<file path="src/rtl/alu_cmd_sequencer.sv">
// alu_cmd_sequencer
// Initiator in front of a combinational ALU. It owns a small register file and
// accepts LOAD / READ / EXEC commands on a valid/ready channel. For EXEC it
// fetches the operands into registered ALU inputs and writes the ALU result
// back. Every command produces exactly one response on a second valid/ready
// channel. One command is in flight at a time.
module alu_cmd_sequencer #(
    parameter int N  = 8,
    parameter int AW = 3
) (
    input  logic          clk,
    input  logic          rst_n,
    // Command channel
    input  logic          cmd_valid,
    output logic          cmd_ready,
    input  logic [1:0]    cmd_kind,
    input  logic [2:0]    cmd_opcode,
    input  logic [AW-1:0] cmd_addr_a,
    input  logic [AW-1:0] cmd_addr_b,
    input  logic [AW-1:0] cmd_addr_d,
    input  logic [N-1:0]  cmd_imm,
    // ALU interface
    output logic [N-1:0]  alu_a,
    output logic [N-1:0]  alu_b,
    output logic [2:0]    alu_opcode,
    input  logic [N-1:0]  alu_y,
    input  logic          alu_c,
    input  logic          alu_zero,
    // Response channel
    output logic          rsp_valid,
    input  logic          rsp_ready,
    output logic [N-1:0]  rsp_data,
    output logic          rsp_c,
    output logic          rsp_zero,
    output logic          rsp_err
);

    localparam int DEPTH = 1 << AW;

    localparam logic [1:0] KIND_EXEC = 2'b00;
    localparam logic [1:0] KIND_LOAD = 2'b01;
    localparam logic [1:0] KIND_READ = 2'b10;

    typedef enum logic [1:0] {
        S_IDLE  = 2'd0,
        S_FETCH = 2'd1,
        S_EXEC  = 2'd2,
        S_RESP  = 2'd3
    } state_t;

    state_t state_q, state_d;

    logic [N-1:0]  rf_q [DEPTH];

    logic [AW-1:0] addr_a_q;
    logic [AW-1:0] addr_b_q;
    logic [AW-1:0] addr_d_q;
    logic [2:0]    opcode_q;

    logic [N-1:0]  alu_a_q;
    logic [N-1:0]  alu_b_q;
    logic [2:0]    alu_opcode_q;

    logic [N-1:0]  rsp_data_q;
    logic          rsp_c_q;
    logic          rsp_zero_q;
    logic          rsp_err_q;

    logic          accept;
    logic [N-1:0]  rd_a;

    // The acceptance condition only needs the registered state; cmd_ready
    // itself never depends on cmd_valid.
    assign accept = cmd_valid && (state_q == S_IDLE);

    // READ sources its data straight from the file at the accepting edge.
    assign rd_a = rf_q[cmd_addr_a];

    // State register
    always_ff @(posedge clk or negedge rst_n) begin
        if (!rst_n) begin
            state_q <= S_IDLE;
        end else begin
            state_q <= state_d;
        end
    end

    // Next-state and handshake decode; outputs depend on state_q only
    always_comb begin
        state_d   = state_q;
        cmd_ready = 1'b0;
        rsp_valid = 1'b0;
        case (state_q)
            S_IDLE: begin
                cmd_ready = 1'b1;
                if (cmd_valid) begin
                    state_d = (cmd_kind == KIND_EXEC) ? S_FETCH : S_RESP;
                end
            end
            S_FETCH: state_d = S_EXEC;
            S_EXEC:  state_d = S_RESP;
            S_RESP: begin
                rsp_valid = 1'b1;
                if (rsp_ready) begin
                    state_d = S_IDLE;
                end
            end
            default: state_d = S_IDLE;
        endcase
    end

    // Latch the EXEC-relevant command fields when a command is accepted
    always_ff @(posedge clk or negedge rst_n) begin
        if (!rst_n) begin
            addr_a_q <= '0;
            addr_b_q <= '0;
            addr_d_q <= '0;
            opcode_q <= '0;
        end else if (accept) begin
            addr_a_q <= cmd_addr_a;
            addr_b_q <= cmd_addr_b;
            addr_d_q <= cmd_addr_d;
            opcode_q <= cmd_opcode;
        end
    end

    // Drive the ALU operands in FETCH; they hold their values otherwise
    always_ff @(posedge clk or negedge rst_n) begin
        if (!rst_n) begin
            alu_a_q      <= '0;
            alu_b_q      <= '0;
            alu_opcode_q <= '0;
        end else if (state_q == S_FETCH) begin
            alu_a_q      <= rf_q[addr_a_q];
            alu_b_q      <= rf_q[addr_b_q];
            alu_opcode_q <= opcode_q;
        end
    end

    // Register file writes: LOAD at accept, EXEC result at the end of EXEC.
    // Operands were captured in FETCH, so a destination equal to a source
    // sees the old value.
    always_ff @(posedge clk or negedge rst_n) begin
        if (!rst_n) begin
            for (int i = 0; i < DEPTH; i++) begin
                rf_q[i] <= '0;
            end
        end else if (accept && (cmd_kind == KIND_LOAD)) begin
            rf_q[cmd_addr_d] <= cmd_imm;
        end else if (state_q == S_EXEC) begin
            rf_q[addr_d_q] <= alu_y;
        end
    end

    // Response payload; frozen while the response waits in RESP
    always_ff @(posedge clk or negedge rst_n) begin
        if (!rst_n) begin
            rsp_data_q <= '0;
            rsp_c_q    <= 1'b0;
            rsp_zero_q <= 1'b0;
            rsp_err_q  <= 1'b0;
        end else if (accept && (cmd_kind != KIND_EXEC)) begin
            rsp_c_q <= 1'b0;
            case (cmd_kind)
                KIND_LOAD: begin
                    rsp_data_q <= cmd_imm;
                    rsp_zero_q <= (cmd_imm == '0);
                    rsp_err_q  <= 1'b0;
                end
                KIND_READ: begin
                    rsp_data_q <= rd_a;
                    rsp_zero_q <= (rd_a == '0);
                    rsp_err_q  <= 1'b0;
                end
                default: begin
                    rsp_data_q <= '0;
                    rsp_zero_q <= 1'b0;
                    rsp_err_q  <= 1'b1;
                end
            endcase
        end else if (state_q == S_EXEC) begin
            rsp_data_q <= alu_y;
            rsp_c_q    <= alu_c;
            rsp_zero_q <= alu_zero;
            rsp_err_q  <= 1'b0;
        end
    end

    assign alu_a      = alu_a_q;
    assign alu_b      = alu_b_q;
    assign alu_opcode = alu_opcode_q;
    assign rsp_data   = rsp_data_q;
    assign rsp_c      = rsp_c_q;
    assign rsp_zero   = rsp_zero_q;
    assign rsp_err    = rsp_err_q;

endmodule

</file>
<file path="config.mk">
export PLATFORM = sky130hd
export DESIGN_NAME = alu_cmd_sequencer
export DESIGN_NICKNAME = d
export VERILOG_FILES = /design/src/rtl/alu_cmd_sequencer.sv
export SDC_FILE = /design/constraint.sdc
export NUM_CORES = 1
export LEC_CHECK = 0
export ABC_AREA = 0
export ABC_CLOCK_PERIOD_IN_PS = 3400
export BUFFER_PORTS_ARGS = -buffer_cell sky130_fd_sc_hd__buf_4
export CAP_MARGIN = 20
export CORE_MARGIN = 1
export CORE_UTILIZATION = 60
export DETAILED_ROUTE_END_ITERATION = 16
export GPL_TIMING_DRIVEN = 0
export PLACE_DENSITY_LB_ADDON = 0.12
export SLEW_MARGIN = 20
export SYNTH_ARGS = -nofsm -noshare
export SYNTH_HDL_FRONTEND = slang
export SYNTH_SLANG_ARGS = --single-unit
export TNS_END_PERCENT = 10
</file>
<file path="constraint.sdc">
create_clock -name clk -period 3.4 [get_ports clk]
set_clock_uncertainty 0.1 [all_clocks]
set_input_delay 1.02 -clock clk [delete_from_list [all_inputs] [get_ports clk]]
set_output_delay 1.02 -clock clk [all_outputs]
set_load 0.01 [all_outputs]
</file>
* Word level (Yosys, flattened, before mapping)
Index checks and enable logic that the tools add are counted.
Cells by class: magnitude comparators 7, equality and inequality tests 7, muxes and demuxes 34, bitwise operators 5, reduce and logical (&&, ||, !) cells 14
Operators by type and width (count):
- 64-bit bitwise mux | 2
- 64-bit two-way mux | 2
- 8-bit two-way mux | 10
- 8-bit binary-select mux with 3-bit select | 3
- 8-bit demux with 3-bit select | 2
- 4-bit greater-or-equal comparator (second input constant) | 5
- 3-bit NOT with 4-bit output | 5
- 8-bit zero test | 2
- 8-bit case mux with 2 select lines | 1
- 1-bit two-way mux | 9
- 4-bit by 1-bit less-than comparator with 1-bit output (second input constant) | 2
- 2-bit case mux with 4 select lines | 1
- 2-bit equality test (second input constant) | 3
- 2-bit two-way mux | 3
- 2-bit nonzero test | 3
- 1-bit logical AND | 5
- 2-bit by 1-bit equality test with 1-bit output (second input constant) | 2
- 2-bit zero test | 2
- 2-bit != test (second input constant) | 2
- 1-bit case mux with 2 select lines | 1
- 2-bit AND reduction | 1
- 2-bit OR reduction | 1
Word-level totals: bits in registers 108, output and inout bits 32, logic and storage cells 87

* Depth between registers and ports, before layout
Gate-level depths: netlist (run 1).
depth after elaboration 8, depth in mapped cells 8, mapped depth without buffers 7

* Worst setup path before layout (run 1)
OpenSTA, ideal clock, no wires.
path type input port to flip-flop, start input cmd_addr_a[2], end register rsp_zero_q (netlist: rsp_zero), setup time 81 ps, arrival time 2589 ps, required time 3219 ps, slack 631 ps, cell stages on the path 7, buffers on the path 2, cells stage by stage clkbuf_1 clkbuf_1 mux4_2 mux2_2 nor4_2 nand3_1 o211ai_2
On the way: cells in the longest elaborated chain, start to end 7
RTL lines:
- from (decl) | line 18 | input logic [AW-1:0] cmd_addr_a,
- 3-bit NOT with 4-bit output (implied by the code) | line 77 | assign rd_a = rf_q[cmd_addr_a];
- 8-bit binary-select mux with 3-bit select | line 77
- 8-bit two-way mux (implied by the code) (2 in series) | line 77
- 8-bit zero test | line 172 | rsp_zero_q <= (rd_a == '0);
- 1-bit case mux with 2 select lines | line 164 | case (cmd_kind)
- 1-bit two-way mux | line 162 | end else if (accept && (cmd_kind != KIND_EXEC)) begin
- to (signal assigned) | line 167 | rsp_zero_q <= (cmd_imm == '0);
- to (signal assigned) | line 172
- to (signal assigned) | line 184 | rsp_zero_q <= alu_zero;
- to (decl) | line 66 | logic rsp_zero_q;
No other way between the ends. The select of a mux whose other input is x is not followed. A chain may end at the register's enable or synchronous reset.

* Worst setup path in the final report (run 1)
start input cmd_kind[1], end register rf_q[62] (netlist name)
On the way: cells in the longest elaborated chain, start to end 3
RTL lines:
- from (decl) | line 16 | input logic [1:0] cmd_kind,
- 2-bit by 1-bit equality test with 1-bit output * | line 148 | end else if (accept && (cmd_kind == KIND_LOAD)) begin
- 1-bit logical AND * | line 148
- 64-bit two-way mux / 2-bit nonzero test (equally long branches)
- to (signal, indexed assignment) | line 149 | rf_q[cmd_addr_d] <= cmd_imm;
- to (signal, indexed assignment) | line 151 | rf_q[addr_d_q] <= alu_y;
- to (decl) | line 53 | logic [N-1:0] rf_q [DEPTH];
Mark *: on every way between the ends. The rest lies on a longest branch, timed or not.

==> results of run 1 <==
==> worst max-delay path, delay by kind of cell <==
kind / cells / cell delay, ns
buffers and inverters: 2 / 0.18
AND/OR/NAND/NOR: 2 / 0.96
adder cells (fa/ha/maj): 1 / 0.22
AO/OA/AOI/OAI: 2 / 0.95
==> worst paths after layout <==
kind,from,slack (ns),endpoint,cells after the start
setup / recovery,cmd_kind[1],0.25,rf_q[62],7
hold / removal,alu_opcode[0],0.41,alu_opcode[0],1
setup reg to reg,state_q[1],0.33,rf_q[62],6
hold reg to reg,alu_opcode[0],0.41,alu_opcode[0],1
max in group asynchronous,rst_n,1.91,rf_q[58],1
min in group asynchronous,rst_n,0.66,alu_opcode[1],1
==> Yosys cell counts, types with 2 or more instances <==
| cell | n | area (um2) |
|---|---|---|
| o22ai_1 | 9 | 56.3 |
| nor4b_4 | 2 | 47.6 |
| buf_2 | 8 | 40.0 |
| o211ai_2 | 3 | 37.5 |
| nor2_1 | 46 | 173 |
| a21oi_1 | 19 | 95.1 |
| o21ai_0 | 14 | 70.1 |
| buf_1 | 7 | 26.3 |
| nand2_1 | 47 | 176 |
| a32oi_1 | 8 | 70.1 |
| mux2_2 | 23 | 259 |
| a31oi_1 | 3 | 18.8 |
| mux2i_1 | 27 | 270 |
| nand3_1 | 2 | 10.0 |
| dfrtp_1 | 108 | 2700 |
| nor3_2 | 2 | 20.0 |
| a22oi_1 | 41 | 308 |
| clkbuf_1 | 21 | 78.8 |
| nor3_4 | 2 | 32.5 |
| o21ai_1 | 11 | 55.1 |
| nor4_2 | 2 | 25.0 |
| inv_1 | 9 | 33.8 |
| o211ai_1 | 2 | 15.0 |
| a221o_1 | 23 | 230 |
| mux4_2 | 41 | 923 |
| nor2_2 | 2 | 12.5 |
| mux4_1 | 7 | 184 |
| ha_1 | 7 | 87.6 |
==> through the flow <==
stage	utilization [%]	hold slack [ns]	worst slack, ns
CTS	71.1	0.416	0.319
global route	71.1	0.436	0.176
global placement	68.7	0.380	-0.133
detailed placement	68.8	0.394	-0.0879
floorplan	-	0.373	0.631
finish	71.1	0.414	0.245
==> flip-flops by register name, summed over array words and instances (netlist names) <==
register    cells
rf_q           64
alu_a           8
alu_b           8
rsp_data        8
addr_a_q        3
addr_b_q        3
addr_d_q        3
alu_opcode      3
opcode_q        3
state_q         2
rsp_c           1
rsp_err         1
rsp_zero        1
==> layout make-up <==
class                      instances  area (um2)  area share, %
buffer                            38         164           2.31
timing repair buffer              55         417           5.88
sequential                       108        2700           38.2
multi-input combinational        360        3380           47.7
clock inverter                     6        93.8           1.33
inverter                           9        33.8          0.477
clock buffer                      10         128           1.80
tap                              133         166           2.35
==> per-layer routing <==
metal  vias to the layer above  wire length (um)  global-route usage [%]
met2                       417              8440                    54.1
li1                       2155                 -                       -
met4                         0               724                    16.1
met5                         -                 0                       0
met3                        54              2290                    9.71
met1                      2496              6700                    47.5
==> logic make-up (layout without fill, tap and decap cells) <==
| family | count (synthesis) | after routing | synth area share (%) |
|---|---|---|---|
| AOI/OAI and AO/OA | 138 | 138 | 16.1 |
| and+or+nand+nor | 117 | 117 | 10.1 |
| DFF | 108 | 108 | 43.1 |
| muxes | 98 | 98 | 26.1 |
| buffers and inverters | 47 | 118 | 3.16 |
| adders and majority gates | 7 | 7 | 1.40 |
==> power by group through the flow <==
stage	Clock, W	Combinational (W)	Sequential [W]
detailed placement	0	0.00334	0.00246
CTS	0.000891	0.00336	0.00244
finish	0.000889	0.00339	0.00247
global placement	0	0.00325	0.00241
global route	0.000941	0.00365	0.00253
floorplan	0	0.00234	0.00236
==> summary.md, run 1 <==
| Metric | Value |
|---|---|
| Status | `finished, final reports clean` |
| Part of the power in registers | `a little over a third` |
| Achievable Freq | `0.317 GHz` |
| Synthesized area | `0.00626 mm2` |
| Root Buffer | `clkbuf_8` |
| Diode count | `0` |
| Number of remaining DRC errors | `0` |
| Clock Power Share | `13.2%` |
| DPL Wire Length | `approximately 12000 um` |
| Clk slew on worst S/H paths | `roughly 0.1 ns` |
| Die span in x | `104 um` |
| Non-filler cells, final | `around 700` |
| Layout cells sized above 1 | `28.3%` |
| Post-CTS sizing | `0` |
| Asr flop ratio synth | `100%` |
| TritonCTS clock tree | `yes` |
| Drt initial violations | `725` |
| Htree depth | `3` |
| Post-synth EDFFs | `0` |
| Flops & latches, synth | `approximately 110` |
| Initial antenna violation count | `0` |
| Leak pwr | `about 3.1 nW` |
| Initial Util | `~63%` |
| First-pass iteration count of the detailed router | `6` |
| Yosys warns | `0` |
| Hold WC Path Type | `register to register` |
| Sequential-to-total area share from yosys stat | `43.1%` |
| # IOs | `around 70` |
| Placer Congestion | `between 0.9 and 1` |
| RSZ-0062 raised after global routing | `no` |
| Post-CTS setup buffer count | `0` |
| Hold-fix buffers, CTS | `0` |
| Setup TNS | `0 ns` |
| Wire per inst | `25.2 um` |
| Top_reg_cell synth | `dfrtp_1` |
| Layout area overhead | `13.0%` |
| Worst setup SP type | `primary input` |
| Most frequent cells in the layout | `dfrtp_1 (108), buf_4 (55), nand2_1 (47)` |
| Die H | `around 100 um` |
| Comb power frac | `between 50 and 60%` |
| Final hold violation count | `0` |
| Worst slew pin tran | `roughly 1.2 ns` |
| Crit end category | `register` |
| Dpl cell area | `0.00685 mm2` |
| Crit-path slowest cell | `nor4_4` |
| Fill cell count | `between 700 and 800` |
| Core Region | `0.00995 mm2` |
| Fin crit period | `about 3.2 ns` |
| Max stage delay on crit path | `0.75 ns` |
| Post-Syn Nets | `between 500 and 600` |
| FP Rows | `36` |
| Power after layout | `slightly below 0.007 W` |
| Worst path cell trace | `buf_4 > inv_1 > ha_1 > nand3_4 > nor4_4 > o211ai_1 > o21ai_0` |
| Power Internal | `0.00407 W` |
| Max VDD drop | `between 500 and 600 uV` |
| Vias in the first global route | `about 5200` |
| Inst Count DP | `roughly 700` |
| Max-slew headroom at the worst pin | `22.4%` |
| Max Root-Sink Buffers | `2` |
| Synth unique cells | `47` |
| CTS buffer count | `9` |
| Pwr dens | `roughly 950 mW/mm2` |
| Worst path required time | `around 3.6 ns` |
| Die area | `around 0.011 mm2` |
| Max-cap violations | `0` |
| Final net count | `around 620` |
| Via count | `a little over 5000` |
| Sw power | `between 0.002 and 0.003 W` |
| Detailed-route wire length | `about 18000 um` |
| Antenna-violating nets left | `0` |
| Final instance area | `between 0.007 and 0.008 mm2` |
| Commonest non-fill, non-tap cell in the layout | `dfrtp_1` |
| Mapped Avg Cell Area | `approximately 12 um2` |
| GRT Overall Usage | `between 30 and 40%` |
| # clock sinks | `approximately 110` |
| Net Sw Frac | `between 30% and 40%` |
| Clk_lat worst skew | `approximately 0.40 ns` |
| Number of port buffers | `55` |
| Vias per cell | `7.12` |
| Worst-path fanout max | `10` |
| Syn Inst Count | `515` |
| Max-slew violation count | `0` |
| Largest net degree at the start of global routing | `109` |
| Gr ovfl total | `0` |
| Final Cycle Share | `92.8%` |
| Worst setup path class | `primary input to register` |
| Critical path arrival | `about 3.4 ns` |
| Final setup viols | `0` |
| First-pass GRT wire length | `about 29000 um` |
(Power assumes the default switching activity.)
==> inputs of run 2 (changes only) <==
--- a/config.mk
+++ b/config.mk
@@ -6,14 +6,17 @@
 export NUM_CORES = 1
 export LEC_CHECK = 0
 export ABC_AREA = 0
-export ABC_CLOCK_PERIOD_IN_PS = 3400
+export ABC_CLOCK_PERIOD_IN_PS = 3700
 export BUFFER_PORTS_ARGS = -buffer_cell sky130_fd_sc_hd__buf_4
 export CAP_MARGIN = 20
+export CELL_PAD_IN_SITES_DETAIL_PLACEMENT = 1
+export CELL_PAD_IN_SITES_GLOBAL_PLACEMENT = 1
 export CORE_MARGIN = 1
-export CORE_UTILIZATION = 60
+export CORE_UTILIZATION = 52
 export DETAILED_ROUTE_END_ITERATION = 16
 export GPL_TIMING_DRIVEN = 0
 export PLACE_DENSITY_LB_ADDON = 0.12
+export SETUP_SLACK_MARGIN = 0.3
 export SLEW_MARGIN = 20
 export SYNTH_ARGS = -nofsm -noshare
 export SYNTH_HDL_FRONTEND = slang
==> constraint.sdc (replaced) <==
create_clock -name clk -period 3.7 [get_ports clk]
set_clock_uncertainty 0.1 [all_clocks]
set_input_delay 1.11 -clock clk [delete_from_list [all_inputs] [get_ports clk]]
set_output_delay 1.11 -clock clk [all_outputs]
set_load 0.01 [all_outputs]
==> summary.md, run 2 (same netlist as run 1, synthesis figures left out) <==
| Metric | Value |
|---|---|
| Status | `complete, but fails checks` |
| Failing checks | `DRC` |
| # IOs | `68 (unchanged)` |
| Die span in x | `112 um (+7.3%)` |
| Htree depth | `3 (unchanged)` |
| Largest net degree at the start of global routing | `109 (unchanged)` |
| Vias per cell | `7.34 (+3.0%)` |
| CTS buffer count | `9 (unchanged)` |
| Final hold violation count | `0 (unchanged)` |
| Detailed-route wire length | `22100 um (+22%)` |
| RSZ-0062 raised after global routing | `no` |
| Worst-path fanout max | `10 (unchanged)` |
| Hold worst-path end | `opcode_q[1]` |
| Layout cells sized above 1 | `28.5% (+0.17 points)` |
| # clock sinks | `108 (unchanged)` |
| Fin util | `62.2% (-8.9 points)` |
| Diode count | `0 (unchanged)` |
| Max-slew violation count | `0 (unchanged)` |
| Layout area overhead | `14.9%` |
| First-pass iteration count of the detailed router | `11 (+5)` |
| Reg-to-reg startpoint | `state_q[1]` |
| GRT Overall Usage | `37.4% (+2.0 points)` |
| Achievable Freq | `between 0.3 and 0.4 GHz` |
| Placer Congestion | `0.913 (-3.7%)` |
| Worst path cell trace | `buf_4 > inv_1 > ha_1 > buf_4 > nand4_2 > nor2_2 > a41oi_1 > a22oi_1 > nand2_1` |
| Leak pwr | `3.11 nW (+1.8%)` |
| Gr ovfl total | `0 (unchanged)` |
| Met2 wire length | `10600 um (+25%)` |
| Initial antenna violation count | `0 (unchanged)` |
| Clk slew on worst S/H paths | `0.07 ns (-0.03 ns)` |
| DRT met1 WL | `8120 um (+21%)` |
| R2R Setup Slk | `0.69 ns (+0.36 ns)` |
| Largest Register | `rf_q` |
| First-pass GRT wire length | `33800 um (+18%)` |
| Worst path required time | `3.84 ns (+0.25 ns)` |
| Non-filler cells, final | `729 (+1.4%)` |
| Final net count | `625 (+0.16%)` |
| Number of port buffers | `55 (unchanged)` |
| Most frequent cells in the layout | `dfrtp_1 (108), buf_4 (56), nand2_1 (47)` |
| Inst Count DP | `713 (+1.4%)` |
| Worst slew pin tran | `1.18 ns (+0.0129 ns)` |
| Crit-path slowest cell | `nor2_2` |
| Clk_lat worst skew | `0.36 ns (-0.04 ns)` |
| Max stage delay on crit path | `0.55 ns (-0.20 ns)` |
| DPL Wire Length | `14800 um (+19%)` |
| Die area | `0.0125 mm2 (+15%)` |
| TritonCTS clock tree | `yes` |
| Die H | `112 um (+7.3%)` |
| Final Cycle Share | `90.0%` |
| Worst min-delay path startpoint | `opcode_q[1]` |
| Max Root-Sink Buffers | `2 (unchanged)` |
| Max FFs per register | `64 (unchanged)` |
| Max-slew headroom at the worst pin | `21.6% (-0.86 points)` |
| Vias in the first global route | `5675 (+9.8%)` |
| Hold WC Path Type | `register to register` |
| Max-cap violations | `0 (unchanged)` |
| Antenna-violating nets left | `0 (unchanged)` |
| Power after layout | `0.00659 W (-2.5%)` |
| R2r worst-path depth | `7 (+1)` |
| Commonest non-fill, non-tap cell in the layout | `dfrtp_1` |
| Final setup viols | `0 (unchanged)` |
| Initial Util | `54.2% (-8.8 points)` |
| Pwr dens | `915 mW/mm2 (-4.1%)` |
| Most used cell, CP | `buf_4` |
| Critical path arrival | `3.47 ns (+0.12 ns)` |
| FP Rows | `39 (+8.3%)` |
| Core Region | `0.0116 mm2 (+16%)` |
| Met3 wire len | `2130 um (-6.9%)` |
| Via count | `5350 (+4.5%)` |
| Top Layer Used | `met4` |
| Fill cell count | `1200 (+67%)` |
| Reg2Reg Capture Point | `rf_q[25]` |
| Worst setup path class | `primary input to register` |
| Max VDD drop | `400 uV (-26%)` |
| Worst Hold Path Cells | `1 (unchanged)` |
| Worst setup SP type | `primary input` |
| Worst setup path startpoint | `cmd_kind[1]` |
| Drt initial violations | `648 (-11%)` |
| Crit end category | `register` |
| Root Buffer | `clkbuf_16` |
| Fin crit period | `roughly 3.3 ns` |
| Wire per inst | `30.3 um (+20%)` |
| Number of remaining DRC errors | `6 (+6)` |
[run 2: cell count changes in the layout (fill, tap and decap cells not counted)]
cell        delta
nor4_2         -1
nor3b_2        -1
nor4_4         +1
clkbuf_1       -1
bufinv_16      -1
clkinv_2       +2
nor3b_4        +1
buf_6          -1
inv_6          -2
buf_4          +1
clkinvlp_4     -1
clkbuf_8       -6
clkbuf_16      +9
[run 2: metrics by stage]
stage               setup WS [ns]  area (um2)  hold slack [ns]  setup TNS (ns)
finish                      0.370        7200            0.419               0
global route                0.280        7200            0.437               0
CTS                         0.398        7180            0.406               0
detailed placement        -0.0655        6870            0.392          -0.327
global placement          -0.0360        6860            0.379          -0.261
floorplan                   0.841        6260            0.373               0
[run 2: where the power goes]
part           switching [W]  total [W]  internal (W)
Combinational        0.00167    0.00327       0.00160
Clock               0.000451    0.00101      0.000558
Sequential          0.000542    0.00230       0.00176
Total                0.00267    0.00659       0.00392
[run 2: per-layer routing]
| metal | vias up | global-route usage, % |
|---|---|---|
| li1 | 2158 | - |
| met1 | 2699 | 47.8 |
| met2 | 387 | 59.0 |
| met3 | 106 | 6.75 |
| met4 | 0 | 24.7 |
| met5 | - | 0 |
[run 2: what timing repair did]
item,4_1_cts,5_1_grt
pin swaps,0,1
hold buffers,0,0
buffers inserted,0,1
gates resized for setup,1,0
endpoints found under the setup margin,1,3
gates cloned,0,0
[run 2: worst max path at each step]
stage,slack [ns],to,cells after the start
after floorplan,0.84,rsp_zero,7
after global placement,-0.04,rf_q[19],8
after detailed placement,-0.07,rf_q[20],9
after CTS,0.40,rf_q[52],9
after global routing,0.28,rf_q[7],9
final,0.37,rf_q[7],9
[run 2: cell type report]
| class | instances | area (um2) | area share, % |
|---|---|---|---|
| plain buffers | 38 | 164 | 2.28 |
| clock inverters | 4 | 48.8 | 0.678 |
| multi-input cells | 360 | 3390 | 47.1 |
| clock buffers | 11 | 253 | 3.51 |
| well taps | 143 | 179 | 2.49 |
| repair buffers | 56 | 427 | 5.93 |
| inverters | 9 | 33.8 | 0.469 |
| flip-flops and latches | 108 | 2700 | 37.5 |
[run 2: worst max-delay path: cells and delay by family]
| family | cells | cell delay [ns] |
|---|---|---|
| and+or+nand+nor | 3 | 0.93 |
| AOI/OAI and AO/OA | 2 | 0.78 |
| adders and majority gates | 1 | 0.23 |
| buffers and inverters | 3 | 0.42 |
==> inputs of run 3 (changes only) <==
--- a/config.mk
+++ b/config.mk
@@ -15,7 +15,7 @@
 export CORE_UTILIZATION = 52
 export DETAILED_ROUTE_END_ITERATION = 16
 export GPL_TIMING_DRIVEN = 0
-export PLACE_DENSITY_LB_ADDON = 0.12
+export PLACE_DENSITY = 0.83
 export SETUP_SLACK_MARGIN = 0.3
 export SLEW_MARGIN = 20
 export SYNTH_ARGS = -nofsm -noshare
==> summary.md, run 3 (same netlist as run 1, synthesis figures left out) <==
| Metric | Value |
|---|---|
| Placer Congestion | `0.907 (-0.60%)` |
| Failing checks | `DRC` |
| Worst setup path class | `primary input to register` |
| First-pass GRT wire length | `33300 um (-1.6%)` |
| FP Rows | `39 (unchanged)` |
| Fill cell count | `1200 (unchanged)` |
| Clk_lat worst skew | `0.36 ns (about the same)` |
| Max-cap violations | `0 (unchanged)` |
| Commonest non-fill, non-tap cell in the layout | `dfrtp_1` |
| Die area | `0.0125 mm2 (unchanged)` |
| Non-filler cells, final | `731 (+0.27%)` |
| Worst slew pin tran | `1.20 ns (+0.0248 ns)` |
| Achievable Freq | `0.306 GHz (+1.9%)` |
| Initial antenna violation count | `1 (+1)` |
| Diode count | `0 (unchanged)` |
| Final net count | `626 (+0.16%)` |
| CTS buffer count | `9 (unchanged)` |
| # IOs | `68 (unchanged)` |
| Max VDD drop | `369 uV (-7.9%)` |
| # clock sinks | `108 (unchanged)` |
| Drt initial violations | `729 (+13%)` |
| Worst setup SP type | `primary input` |
| First-pass iteration count of the detailed router | `11 (unchanged)` |
| Wire per inst | `29.2 um (-3.6%)` |
| RSZ-0062 raised after global routing | `no` |
| Final Cycle Share | `88.3% (-1.7 points)` |
| Hold WC Path Type | `register to register` |
| Setup TNS | `0 ns (unchanged)` |
| Post-CTS sizing | `0 (-1)` |
| Number of remaining DRC errors | `5 (-1)` |
| Final setup viols | `0 (unchanged)` |
| Largest Register | `rf_q` |
| Max stage delay on crit path | `0.70 ns (+0.15 ns)` |
| Vias per cell | `7.33 (-0.18%)` |
| Gr ovfl total | `0 (unchanged)` |
| Worst-path fanout max | `10 (unchanged)` |
| Max Root-Sink Buffers | `2 (unchanged)` |
| TritonCTS clock tree | `yes` |
| Leak pwr | `3.10 nW (-0.37%)` |
| Fin crit period | `3.27 ns (-0.0627 ns)` |
| GRT Overall Usage | `36.1% (-1.3 points)` |
| Fin util | `62.0% (-0.27 points)` |
| Detailed-route wire length | `21300 um (-3.3%)` |
| Worst path required time | `3.85 ns (about the same)` |
| Root Buffer | `clkbuf_16` |
| Most frequent cells in the layout | `dfrtp_1 (108), buf_4 (57), nand2_1 (47)` |
| Largest net degree at the start of global routing | `109 (unchanged)` |
| DPL Wire Length | `14500 um (-2.1%)` |
| Layout area overhead | `14.4%` |
| Max-slew headroom at the worst pin | `19.6% (-2.0 points)` |
| Initial Util | `54.2% (unchanged)` |
| Via count | `5355 (+0.093%)` |
| Final hold violation count | `0 (unchanged)` |
| Die span in x | `112 um (unchanged)` |
| Hold-fix buffers, CTS | `0 (unchanged)` |
| Core Region | `0.0116 mm2 (unchanged)` |
| Max-slew violation count | `0 (unchanged)` |
| Pwr dens | `908 mW/mm2 (-0.74%)` |
| Die H | `112 um (unchanged)` |
| Antenna-violating nets left | `0 (unchanged)` |
| Crit-path slowest cell | `nor4_4` |
| Crit end category | `register` |
| Layout cells sized above 1 | `28.2% (-0.27 points)` |
| Max FFs per register | `64 (unchanged)` |
| R2R Setup Slk | `0.65 ns (-0.04 ns)` |
| Vias in the first global route | `5681 (+0.11%)` |
| Status | `complete, but fails checks` |
| Worst path cell trace | `buf_4 > inv_1 > ha_1 > nand3_4 > nor4_4 > o211ai_1 > o21ai_0` |
| Inst Count DP | `713 (unchanged)` |
| Clk slew on worst S/H paths | `0.07 ns (about the same)` |
| Critical path arrival | `3.42 ns (-0.05 ns)` |
| Number of port buffers | `55 (unchanged)` |
| Htree depth | `3 (unchanged)` |
==> run 3: timing repair <==
| item | 4_1_cts | 5_1_grt |
|---|---|---|
| endpoints found under the hold margin | 0 | 0 |
| endpoints found under the setup margin | 0 | 3 |
| setup buffers | 0 | 2 |
==> run 3: metal layers <==
layer / track usage, % / routed length (um) / up-vias
li1: - / - / 2158
met1: 45.2 / 7650 / 2708
met2: 59.5 / 10400 / 405
met3: 8.44 / 2340 / 84
met4: 17.3 / 927 / 0
met5: 0 / 0 / -
==> run 3: path summary, 6_finish.rpt <==
kind	start	endpoint	cells past startpoint
worst min register to register	opcode_q[1]	opcode_q[1]	1
worst max-delay path	cmd_kind[1]	rf_q[61]	7
worst max register to register	state_q[0]	rf_q[61]	6
worst min-delay path	opcode_q[1]	opcode_q[1]	1
max in group asynchronous	rst_n	rf_q[21]	1
min in group asynchronous	rst_n	alu_opcode[0]	1
==> run 3: final cells by class <==
cell class              instances  area (um2)  area share [%]
plain buffers                  38         164            2.29
clock buffers                  15         278            3.88
clock inverters                 1        5.00          0.0698
inverters                       9        33.8           0.471
multi-input cells             360        3370            47.1
flip-flops and latches        108        2700            37.7
well taps                     143         179            2.50
repair buffers                 57         432            6.02
==> run 3: report_power, final <==
| group | internal [W] | total [W] | switching, W |
|---|---|---|---|
| Combinational | 0.00160 | 0.00322 | 0.00162 |
| Sequential | 0.00176 | 0.00233 | 0.000571 |
| Clock | 0.000513 | 0.000957 | 0.000444 |
| Total | 0.00387 | 0.00651 | 0.00264 |
==> run 3: worst max-delay path, delay by kind of cell <==
kind / cells / cell delay (ns)
AOI/OAI and AO/OA: 2 / 0.95
adders and majority gates: 1 / 0.25
buffers and inverters: 2 / 0.19
and+or+nand+nor: 2 / 0.91
==> run 3: through the flow <==
stage	cell area, um2	power, W	worst slack [ns]	hold slack, ns
2_1_floorplan	6260	0.00432	0.841	0.373
3_3_place_gp	6860	0.00523	0.134	0.381
3_5_place_dp	6860	0.00544	0.0258	0.393
4_1_cts	7140	0.00644	0.341	0.408
5_1_grt	7170	0.00682	0.342	0.421
6_report	7170	0.00651	0.433	0.407
